## src/rtl/seqdet_param.sv

```systemverilog
// Runtime-programmable serial pattern detector with overlap control,
// input qualifier and saturating match counter.
module seqdet_param #(
    parameter int unsigned        PAT_W   = 8,
    parameter int unsigned        CNT_W   = 8,
    parameter logic [PAT_W-1:0]   RST_PAT = PAT_W'(8'b0000_1011),
    parameter int unsigned        RST_LEN = 4,
    parameter bit                 RST_OVL = 1'b1,
    localparam int unsigned       LEN_W   = $clog2(PAT_W + 1)
) (
    input  logic               clk,
    input  logic               rst_n,
    input  logic               din,
    input  logic               din_vld,
    input  logic               cfg_we,
    input  logic [PAT_W-1:0]   cfg_pattern,
    input  logic [LEN_W-1:0]   cfg_len,
    input  logic               cfg_ovl,
    input  logic               cnt_clr,
    output logic               match,
    output logic [CNT_W-1:0]   match_cnt
);

    logic [PAT_W-1:0] r_hist;
    logic [LEN_W-1:0] r_fill;
    logic [PAT_W-1:0] r_pat;
    logic [LEN_W-1:0] r_len;
    logic             r_ovl;
    logic             r_match;
    logic [CNT_W-1:0] r_cnt;

    logic [PAT_W-1:0] w_hist_n;
    logic [LEN_W-1:0] w_fill_n;
    logic [PAT_W-1:0] w_mask;
    logic [LEN_W-1:0] w_len_clamp;
    logic             w_hit;

    // Next history/fill, active-length compare mask and hit detection.
    always_comb begin
        w_hist_n    = {r_hist[PAT_W-2:0], din};
        w_fill_n    = (r_fill >= LEN_W'(PAT_W)) ? r_fill : r_fill + LEN_W'(1);
        w_mask      = '0;
        w_len_clamp = cfg_len;
        w_hit       = 1'b0;
        for (int i = 0; i < PAT_W; i++) begin
            if (LEN_W'(i) < r_len) begin
                w_mask[i] = 1'b1;
            end
        end
        if (cfg_len == '0) begin
            w_len_clamp = LEN_W'(1);
        end else if (cfg_len > LEN_W'(PAT_W)) begin
            w_len_clamp = LEN_W'(PAT_W);
        end
        // A config write discards the bit presented in the same cycle.
        if (din_vld && !cfg_we && (w_fill_n >= r_len) &&
            (((w_hist_n ^ r_pat) & w_mask) == '0)) begin
            w_hit = 1'b1;
        end
    end

    always_ff @(posedge clk or negedge rst_n) begin
        if (!rst_n) begin
            r_hist  <= '0;
            r_fill  <= '0;
            r_pat   <= RST_PAT;
            r_len   <= LEN_W'(RST_LEN);
            r_ovl   <= RST_OVL;
            r_match <= 1'b0;
            r_cnt   <= '0;
        end else begin
            if (cfg_we) begin
                r_pat   <= cfg_pattern;
                r_len   <= w_len_clamp;
                r_ovl   <= cfg_ovl;
                r_hist  <= '0;
                r_fill  <= '0;
                r_match <= 1'b0;
            end else if (din_vld) begin
                r_hist  <= w_hist_n;
                // Non-overlapping mode restarts the fill so consumed bits cannot be reused.
                r_fill  <= (w_hit && !r_ovl) ? '0 : w_fill_n;
                r_match <= w_hit;
            end else begin
                r_match <= 1'b0;
            end

            if (cnt_clr) begin
                r_cnt <= '0;
            end else if (w_hit && (r_cnt != '1)) begin
                r_cnt <= r_cnt + CNT_W'(1);
            end
        end
    end

    assign match     = r_match;
    assign match_cnt = r_cnt;

endmodule
```

## config.mk

```make
export PLATFORM = sky130hd
export DESIGN_NAME = seqdet_param
export DESIGN_NICKNAME = d
export VERILOG_FILES = /design/src/rtl/seqdet_param.sv
export SDC_FILE = /design/constraint.sdc
export NUM_CORES = 1
export LEC_CHECK = 0
export CORE_ASPECT_RATIO = 0.5
export CORE_MARGIN = 2
export CORE_UTILIZATION = 35
export DETAILED_ROUTE_END_ITERATION = 8
export PLACE_DENSITY_LB_ADDON = 0.2
export RECOVER_POWER = 100
export SLEW_MARGIN = 20
export SYNTH_ARGS = -nofsm -noshare
export SYNTH_HDL_FRONTEND = slang
export SYNTH_SLANG_ARGS = --single-unit
```

## constraint.sdc

```tcl
create_clock -name clk -period 3.43 [get_ports clk]
set_input_delay 0.686 -clock clk [delete_from_list [all_inputs] [get_ports clk]]
set_output_delay 0.686 -clock clk [all_outputs]
set_load 0.01 [all_outputs]
```

==> results_dict.tcl <==
set metrics [dict create \
    worst_pin_slew_ns 1.764 \
    ys_types 40 \
    setup.worst_path.start_class "register" \
    r2r_end "match_cnt[6]" \
    die_x_um 103.4 \
    numCtsBuffers 5 \
    cts.sinks 33 \
    synthesis.nets 183 \
    cp.arrival_ns 3.23 \
    grt_pass1_wl_um 5478 \
    clk_latency_ns 0.29 \
    leakage_nw 0.9266 \
    synthCells 157 \
    syn_area_um2 1728 \
    status "finished, violations left" \
    placed_area_um2 2077 \
    ys_ff_latch 33 \
    power.density_nw_per_um2 382.9 \
    dp_hpwl_um 2389 \
    violations "max-capacitance violations, max-slew violations" \
    ir_drop_mv 0.1577 \
    antenna_found_initial 0 \
    port_buffers 27 \
    clockBufferDepth 2 \
    crit_required_ns 3.64 \
    relSlewSlack_pct -17.63 \
    tns_ns 0 \
    rrSetupSlack_ns 0.42 \
    synth.avg_cell_area_um2 11.01 \
    cts_setup_buffers 0 \
    path_class "reg2reg" \
    r2r-start "r_fill[0]" \
    hold_depth 1 \
    fin_nets 214 \
    drive_above_1_share_pct 15.87 \
    period_minus_slack_ns 3.014 \
    synthArstFlopShare_pct 100.0 \
    cts_tree "built" \
    io_pins 28 \
    rr_worst_depth 9 \
    clk_pin_slew_ns 0.07 \
    max_cap_viol_count 1 \
    final_area_um2 2147 \
    layout_setup_ws_ns 0.4162 \
    routed_wl_um 3367 \
    grt_usage_pct 13.55 \
    fmax_mhz 331.8 \
    first_iter_violations 21 \
    finalMaxSlewViolations 34 \
    cp-startpoint "r_fill[0]" \
    dieArea_um2 5549 \
    ctsHoldBuffers 0 \
    core-area_um2 4842 \
    die_height_um 53.69 \
    gp_congestion 0.7079 \
    yosysSeqAreaShare_pct 48.15 \
    grt_pass1_vias 1104 \
    synth_edf_count 0 \
    multi_input_area_um2 840.8 \
    post_cts_resized 0 \
    min_to "r_pat[5]" \
    regArea_um2 832.0 \
    dpl_worst_slack_ns 0.3975 \
    final_antenna_net_count 0 \
    wire_per_inst_um 13.00 \
    grt_max_degree 34 \
    cp_max_fo 9 \
    endpoint_kind "register" \
    fin_crit_sh_pct 87.87 \
    overflow 0 \
    yosys_warnings 0 \
    rows 18 \
    num_vias 1236 \
    diodes 0 \
    syn_to_final_growth_pct 24.26 \
    yosysTopAreaCellShare_pct 40.55 \
    via_per_inst 4.772 \
    ys.flop_type "dfrtp_1" \
    finalSetupViolCount 0 \
    skew_ns 0.005005 \
    synth.largest_area_cell "dfrtp_1" \
    hold_viol 0 \
    htreeDepth 2 \
    initial_core_util_pct 35.68 \
    fillers 457 \
    drc 0 \
    min_from "r_pat[5]" \
    rsz0062_at_grt "false" \
    first_pass_iters 4 \
    cts-root-buf "clkbuf_8" \
    hold_class "reg2reg" \
    synthTopCellsByArea "dfrtp_1 (41%), dfstp_2 (7.6%), mux2_2 (7.2%), ha_1 (5.1%), mux2i_1 (4.6%)" \
]
cells by family (layout without fill, tap and decap cells):
logic type               Yosys count  in the layout  synth area share, %
AO/OA/AOI/OAI                     28             28                11.01
XOR/XNOR                          12             12                6.083
adder cells (fa/ha/maj)            7              7                5.069
buffers and inverters             11             43                2.897
flip-flops                        33             33                48.15
multiplexers                      19             19                11.80
AND/OR/NAND/NOR                   47             47                14.99
cell type report:
cell class / instances / share of cell area, %
Multi-Input combinational cell: 113 / 39.16
Inverter: 5 / 0.8741
Sequential cell: 33 / 38.75
Tap cell: 70 / 4.079
Clock inverter: 2 / 0.4662
Clock buffer: 6 / 3.380
Timing Repair Buffer: 30 / 13.29
per-stage QoR:
step	instances	power, mW	utilization [%]	hold WS, ns
detailed placement	251	0.5523	42.89	0.5212
global placement	251	0.5510	42.89	0.5236
global route	259	0.8746	44.34	0.5530
CTS	259	0.8377	44.60	0.5372
finish	259	0.8221	44.34	0.5334
floorplan	157	0.5045	-	0.3904
cell usage in the layout (no fill, tap or decap), types with 2 or more instances in the layout:
cell type        count
dfstp_2              5
dlygate4sd3_1       11
inv_1                5
nand4_1              2
xnor2_1              7
a21oi_1              6
mux2i_1              8
a32o_1               3
clkbuf_1             3
ha_1                 7
nor4_1               2
nand3_1              4
clkbuf_8             5
nand2b_1             3
nor2_1              16
or3_1                4
clkdlybuf4s50_1     16
dfrtp_1             28
nand3b_1             2
mux2_2              11
clkinv_2             2
o21ai_0              9
xor2_1               5
nor2b_1              2
nand2_1              6
o22ai_1              2
worst max-delay path by stage:
stage	cells after the start	slack (ns)	endpoint
after floorplan	9	0.80	match_cnt[6]
after global placement	7	0.42	match_cnt[6]
after detailed placement	7	0.40	match_cnt[6]
after CTS	9	0.47	match_cnt[6]
after global routing	9	0.15	match_cnt[6]
final	9	0.42	match_cnt[6]
where the power goes:
group | switching, mW | internal, mW | total, mW
Sequential | 0.0199 | 0.412 | 0.432
Combinational | 0.0482 | 0.0615 | 0.110
Clock | 0.140 | 0.140 | 0.280
Total | 0.208 | 0.614 | 0.822
Yosys cell counts, drive strengths merged, types with 2 or more instances:
cell type  number
or3             4
nor2           16
nand2           6
xnor2           7
a32o            3
nor4b           2
xor2            5
nand4           2
a21oi           6
buf             4
o22ai           2
nor2b           2
nor4            2
mux2           11
clkbuf          2
inv             5
nand3           4
nand3b          2
ha              7
dfrtp          28
dfstp           5
nand2b          3
mux2i           8
o21ai           9
flip-flops by register name, indices dropped and copies added (netlist names):
name       count
match_cnt      8
r_pat          8
r_hist         7
r_fill         4
r_len          4
match          1
r_ovl          1
worst max-delay path, cell delays in order (launching register included):
cell and delay (ns):
dfrtp_1 0.47, inv_1 0.07, ha_1 0.29, mux2_2 0.28, ha_1 0.27, a2111oi_0 0.09, nor4b_2 0.43, nand3_1 0.34
or4b_1 0.55, a21oi_1 0.15
metal layers:
layer / GRT usage (%) / vias up / part of all wire, %
li1: - / 621 / -
met1: 19.69 / 589 / 54
met2: 17.53 / 20 / 40
met3: 6.364 / 6 / 4.2
met4: 3.947 / 0 / 1.5
met5: 0 / - / 0
(Power assumes the default switching activity.)
